==> src/rtl/catrina_servo_pkg.sv <==
// Shared types and constants for the catrina servo controller.
package catrina_servo_pkg;
  localparam int NUM_CH = 4;
  localparam int POS_W  = 8;
  localparam int PW_W   = 20;

  localparam logic [1:0] CH_CUELLO = 2'd0;
  localparam logic [1:0] CH_MAND   = 2'd1;
  localparam logic [1:0] CH_OJOSH  = 2'd2;
  localparam logic [1:0] CH_OJOSV  = 2'd3;

  typedef logic [POS_W-1:0] pos_t;
  typedef logic [PW_W-1:0]  pw_t;

  localparam pos_t CENTER_POS = 8'd128;
endpackage

==> src/rtl/servo_slew_step.sv <==
// Rate-limited position step: moves cur toward tgt by at most SLEW per frame.
module servo_slew_step
  import catrina_servo_pkg::*;
#(
  parameter int SLEW = 4
) (
  input  pos_t cur,
  input  pos_t tgt,
  input  logic jmp,
  output pos_t cur_new
);
  localparam logic [POS_W:0] SLEW_MAG = (POS_W+1)'(SLEW);
  localparam pos_t           SLEW_POS = POS_W'(SLEW);

  logic signed [POS_W:0] d;
  logic        [POS_W:0] mag;

  always_comb begin
    d       = $signed({1'b0, tgt}) - $signed({1'b0, cur});
    mag     = d[POS_W] ? $unsigned(-d) : $unsigned(d);
    cur_new = tgt;
    if (!(jmp || SLEW == 0) && (mag > SLEW_MAG))
      cur_new = d[POS_W] ? (cur - SLEW_POS) : (cur + SLEW_POS);
  end
endmodule

==> src/rtl/servo_motion_sequencer.sv <==
// Four-channel hobby-servo PWM generator with per-frame slew-limited targets
// fed by a valid/ready command port.
module servo_motion_sequencer
  import catrina_servo_pkg::*;
#(
  parameter int FRAME_CYC = 1_000_000,
  parameter int MIN_CYC   = 50_000,
  parameter int STEP_CYC  = 196,
  parameter int SLEW      = 4
) (
  input  logic       clk,
  input  logic       rst_n,
  input  logic       cmd_valid,
  output logic       cmd_ready,
  input  logic [1:0] cmd_ch,
  input  logic [7:0] cmd_pos,
  input  logic       cmd_jump,
  output logic [3:0] servo_pwm,
  output logic [3:0] busy,
  output logic       frame_tick
);
  localparam pw_t FRAME_LAST = PW_W'(FRAME_CYC - 1);
  localparam pw_t MIN_W      = PW_W'(MIN_CYC);
  localparam pw_t STEP_W     = PW_W'(STEP_CYC);
  localparam pw_t CENTER_W   = MIN_W + PW_W'(CENTER_POS) * STEP_W;

  pw_t               cnt, cnt_n;
  pos_t              tgt     [NUM_CH];
  pos_t              cur     [NUM_CH];
  pos_t              tgt_n   [NUM_CH];
  pos_t              cur_n   [NUM_CH];
  pos_t              cur_new [NUM_CH];
  pw_t               w       [NUM_CH];
  pw_t               w_n     [NUM_CH];
  logic [NUM_CH-1:0] jmp, jmp_n;
  logic [NUM_CH-1:0] pwm_n, busy_n;
  logic              boundary, accept;

  for (genvar i = 0; i < NUM_CH; i++) begin : g_slew
    servo_slew_step #(.SLEW(SLEW)) u_slew (
      .cur     (cur[i]),
      .tgt     (tgt[i]),
      .jmp     (jmp[i]),
      .cur_new (cur_new[i])
    );
  end

  // Next-state: boundary update takes priority; commands are blocked there by cmd_ready.
  always_comb begin
    boundary = (cnt == FRAME_LAST);
    cnt_n    = boundary ? '0 : cnt + 1'b1;
    accept   = cmd_valid && cmd_ready;
    jmp_n    = jmp;
    pwm_n    = '0;
    busy_n   = '0;
    for (int i = 0; i < NUM_CH; i++) begin
      tgt_n[i] = tgt[i];
      cur_n[i] = cur[i];
      w_n[i]   = w[i];
      if (boundary) begin
        cur_n[i] = cur_new[i];
        jmp_n[i] = 1'b0;
        w_n[i]   = MIN_W + PW_W'(cur_new[i]) * STEP_W;
      end else if (accept && (cmd_ch == 2'(i))) begin
        tgt_n[i] = cmd_pos;
        jmp_n[i] = cmd_jump;
      end
      pwm_n[i]  = (cnt_n < w_n[i]);
      busy_n[i] = (cur_n[i] != tgt_n[i]) || jmp_n[i];
    end
  end

  // Registered state and outputs; outputs reflect the state they are derived from.
  always_ff @(posedge clk or negedge rst_n) begin
    if (!rst_n) begin
      cnt        <= FRAME_LAST;
      jmp        <= '0;
      servo_pwm  <= '0;
      busy       <= '0;
      frame_tick <= 1'b0;
      cmd_ready  <= 1'b0;
      for (int i = 0; i < NUM_CH; i++) begin
        tgt[i] <= CENTER_POS;
        cur[i] <= CENTER_POS;
        w[i]   <= CENTER_W;
      end
    end else begin
      cnt        <= cnt_n;
      jmp        <= jmp_n;
      servo_pwm  <= pwm_n;
      busy       <= busy_n;
      frame_tick <= boundary;
      cmd_ready  <= (cnt_n != FRAME_LAST);
      for (int i = 0; i < NUM_CH; i++) begin
        tgt[i] <= tgt_n[i];
        cur[i] <= cur_n[i];
        w[i]   <= w_n[i];
      end
    end
  end
endmodule

==> config.mk <==
export PLATFORM = sky130hd
export DESIGN_NAME = servo_motion_sequencer
export DESIGN_NICKNAME = d
export VERILOG_FILES = /design/src/rtl/catrina_servo_pkg.sv /design/src/rtl/servo_slew_step.sv /design/src/rtl/servo_motion_sequencer.sv
export SDC_FILE = /design/constraint.sdc
export NUM_CORES = 1
export LEC_CHECK = 0
export BUFFER_PORTS_ARGS = -buffer_cell sky130_fd_sc_hd__buf_2
export CAP_MARGIN = 40
export CORE_UTILIZATION = 33
export DETAILED_ROUTE_END_ITERATION = 6
export SLEW_MARGIN = 20
export SYNTH_ARGS = -nofsm -noshare
export SYNTH_HDL_FRONTEND = slang
export SYNTH_HIERARCHICAL = 1
export SYNTH_SLANG_ARGS = --single-unit
==> constraint.sdc <==
create_clock -name clk -period 8.7 [get_ports clk]
set_input_delay 2.175 -clock clk [delete_from_list [all_inputs] [get_ports clk]]
set_output_delay 2.175 -clock clk [all_outputs]
set_load 0.01 [all_outputs]
### Yosys cells after proc, flatten, opt, wreduce, memory -nomap -nowiden

Cells that the tools add are included.

| word-level totals | value |
|---|---|
| output and inout bits | 10 |
| bits of input ports | 14 |
| logic and storage cells | 115 |
| bits in registers | 178 |

| operators by class | value |
|---|---|
| add/sub/neg operators | 21 |
| equality and inequality tests | 9 |
| reduce and logical (&&, ||, !) cells | 18 |
| order comparisons | 8 |
| multipliers | 4 |
| multiplexer cells | 37 |

Operator list:

| cell | number |
|---|---|
| 8-bit 2-to-1 mux | 20 |
| 20-bit 2-to-1 mux | 5 |
| 20-bit < comparator | 4 |
| 16-bit by 16-bit adder with 17-bit output (first input constant) | 4 |
| 8-bit by 6-bit multiplier with 14-bit output (second input constant) | 4 |
| 9-bit by 3-bit greater-than comparator with 1-bit output (second input constant) | 4 |
| 9-bit 2-to-1 mux | 4 |
| 9-bit negator | 4 |
| 8-bit by 8-bit subtractor with 9-bit output | 4 |
| 8-bit by 3-bit adder with 8-bit output (second input constant) | 4 |
| 8-bit inequality test | 4 |
| 8-bit by 3-bit subtractor with 8-bit output (second input constant) | 4 |
| 20-bit by 1-bit adder with 20-bit output (second input constant) | 1 |
| 20-bit equality test (second input constant) | 1 |
| 20-bit inequality test (second input constant) | 1 |
| 1-bit logical AND | 9 |
| 1-bit 2-to-1 mux | 8 |
| 2-bit equality test (second input constant) | 2 |
| 1-bit zero test | 4 |
| 1-bit logical OR | 4 |
| 2-bit by 1-bit equality test with 1-bit output (second input constant) | 1 |
| 2-bit zero test | 1 |

### Longest topological paths before layout

| depth | value |
|---|---|
| word-level depth | 10 |
| gate-level depth with buffers | 36 |

### By module

The synthesis kept the hierarchy.

By module, submodules not included:

| module | cells an instance | sequential area each (um^2) | area an instance (um^2) | instances |
|---|---|---|---|---|
| servo_motion_sequencer | 1354 | 4509.3 | 12879.9 | 1 |
| servo_slew_step | 115 | 0.0 | 930.9 | 4 |

### Worst setup path before layout

OpenSTA, ideal clock, no wires.

| path | value |
|---|---|
| path kind | register to register |
| from | register tgt[0] (netlist name) |
| to | register servo_pwm[3] |
| path buffers | 1 |
| arrival time | 7.006 ns |
| required time | 8.581 ns |
| slack | 1.575 ns |
| cell stages (with the launch flop) | 33 |
| path through | dfrtp_1 -> inv_1 -> ha_1 -> inv_1 -> fa_1 -> inv_1 -> ha_1 -> and2_1 -> and2_2 -> a2111oi_2 -> a211oi_1 -> o41a_1 -> buf_6 -> mux2_4 -> ha_1 -> fa_1 -> ha_1 -> ha_1 -> inv_1 -> fa_1 -> xor2_1 -> a2111oi_0 -> and2_1 -> a32o_1 -> xnor2_1 -> o21a_1 -> ha_1 -> and4_1 -> nand4_1 -> nor4_1 -> nand3_1 -> o211a_1 -> o21a_1 |

RTL lines:

| item | line | RTL |
|---|---|---|
| start: declaration | servo_motion_sequencer.sv:28 | `pos_t tgt [NUM_CH];` |
| start signal: indexed assignment | servo_motion_sequencer.sv:95 | `tgt[i] <= tgt_n[i];` |
| end signal: assignment | servo_motion_sequencer.sv:90 | `servo_pwm <= pwm_n;` |
| end: declaration | servo_motion_sequencer.sv:18 | `output logic [3:0] servo_pwm,` |

==> results.toml <==
[status]
status = "completed"

[worst_setup_path]
arrival_ns = 8.49
crit_type = "register to register"
slowest_delay_ns = 0.66
r2r_slack_ns = 0.54
worstPathMaxFanout = 8
crit_required_ns = 9.03
cpLargestDelayFamily = "compound AO/OA/AOI/OAI gates"
cp_num_buf_inv = 3
cp-start-kind = "register"
cp-end-kind = "register"
crit_slowest_cell = "o41a_2"
path_common_cell = "ha_1"

[synthesis]
postSynthCellCount = 1814
ys.flop_type = "dfrtp_1"
syn-cell-area_um2 = 16600
synth_nets = 2092
synth_edf_count = 0
yosysWarnings = 6
syn_area_per_cell_um2 = 9.15
synth-async-reset-ratio = 1.00
synth-seq-cells = 178
synth.distinct_cells = 81
ys_seq_area_frac = 0.272

[place]
placement.io_buffers = 23
numPlacedInstances = 2463
gp_congestion = 0.882
dpl.hpwl_mm = 31.5

[grt]
antenna_found_initial = 1
overflow = 0
first_global_vias = 12900
gr-usage-all-layers = 0.166
grt_max_degree = 79
grt_pass1_wl_mm = 68.1

[hold_path]
min_path_type = "register to register"

[clock_tree]
cts-resized-gates = 0
root_buffer = "clkbuf_16"
hold_buffers = 0
cts_buffer_depth = 2
clk_pin_slew_worst_paths_ns = 0.07
cts_setup_buffers = 0
clock_latency_ns = 0.45
cts_tree = "built"
cts_max_level = 4
clkSinkCount = 178
numCtsBuffers = 17

[timing]
timing.final.crit_period_ns = 8.16
setup-tns-final_ns = 0
fin_skew_ns = 0.0200
finalSetupViolCount = 0
fmax_ghz = 0.123
finalMaxSlewViolations = 0
hold_viol = 0
rsz0062_at_grt = "no"
max_slew_margin = 0.444
holdWs_ns = 0.462
finalCritPeriodShare = 0.937
tightest_slew_ns = 0.831

[drt]
wl_mm = 40.6
drc = 0
drt_iter0_drc = 792
ant_nets = 0
avgViaCountPerCell = 5.20
drt-wirelength-per-cell_um = 16.3
first_pass_iters = 5
vias = 13000

[final_layout]
layout_common_cells = "244 x ha_1, 205 x nand2_1, 161 x inv_1"
final_cells = 2496
final_common_cell = "ha_1"
drive_above_1_share = 0.126
finish.utilization = 0.366
area_growth_pct = 8.69
diodes = 0
final_nets = 2097

[floorplanning]
die_h_um = 226
rows = 81
io-pin-count = 24
core_um2 = 49300
dieArea_um2 = 51200
start_util = 0.337
die_w_um = 226

[run]
cap_viol_max_count = 0

[pwr]
ir_drop_mv = 0.154
p_per_area_nw_per_um2 = 260
leakagePower_nw = 8.53
[cell usage after synthesis, drive strengths merged, types with 41 or more instances]
cell type | count | area (um2)
nand3 | 51 | 255
mux2 | 73 | 946
dfstp | 44 | 1160
dfrtp | 134 | 3350
xnor2 | 86 | 753
ha | 244 | 3050
nand2 | 206 | 773
inv | 162 | 608
a21o | 41 | 308
xor2 | 55 | 512
a21oi | 106 | 546
nor2 | 83 | 319
o21ai | 78 | 417
[metal layers]
layer | part of all wire | track usage | up-vias
met1 | 0.49 | 0.230 | 6236
met3 | 0.035 | 0.0229 | 40
met4 | 0.015 | 0.0351 | 2
met5 | 0.00034 | 0 | -
li1 | - | - | 6460
met2 | 0.46 | 0.272 | 230
[metrics by stage]
step | area [um2] | total power [mW] | setup WS, ns
after floorplan | 16600 | 3.28 | 1.58
after global placement | 17400 | 3.80 | 0.652
after detailed placement | 17400 | 3.86 | 0.341
after CTS | 18000 | 4.70 | 0.297
after global routing | 18000 | 5.13 | 0.0635
final | 18000 | 4.69 | 0.545
[registers in the layout (all words and copies together) (netlist names)]
signal and count:
frame_tick 1, servo_pwm 4, busy 4, cur 32
cnt 20, cmd_ready 1, w 80, jmp 4
tgt 32
[tightest hold or removal path, stage by stage, from the launching register on]
cell and delay (ns):
dfrtp_1 0.32, nand2_1 0.06, inv_1 0.05
[power by group]
group | leakage (nW) | switching [mW] | total [mW] | internal (mW)
combinational | 6.00 | 1.69 | 2.97 | 1.28
sequential | 2.24 | 0.0460 | 0.908 | 0.862
clock | 0.297 | 0.357 | 0.810 | 0.453
[cells by family after synthesis]
kind of cell / count (synthesis) / share of synthesized area
AOI/OAI and AO/OA: 407 / 0.171
xor gates and xnor gates: 141 / 0.0762
adders and majority gates: 264 / 0.208
buffers and inverters: 213 / 0.0531
DFF: 178 / 0.272
muxes: 82 / 0.0624
and+or+nand+nor: 529 / 0.158
[cell type report]
cell class                 instances  area, um2
timing repair buffer              37        262
multi-input combinational       1423      11200
fill                            4973      31200
tap                              664        831
clock inverter                    12        146
sequential                       178       4510
inverter                         162        608
clock buffer                      20        467
[worst paths after layout]
kind	start	end	cells after the start
worst max-delay path	cur[8]	servo_pwm[2]	31
min in group asynchronous	rst_n	w[34]	1
worst min-delay path	w[1]	w[1]	2
worst min register to register	w[1]	w[1]	2
worst max register to register	cur[8]	servo_pwm[2]	31
max in group asynchronous	rst_n	w[66]	3
Note: power is estimated with default switching activity, not from simulation.
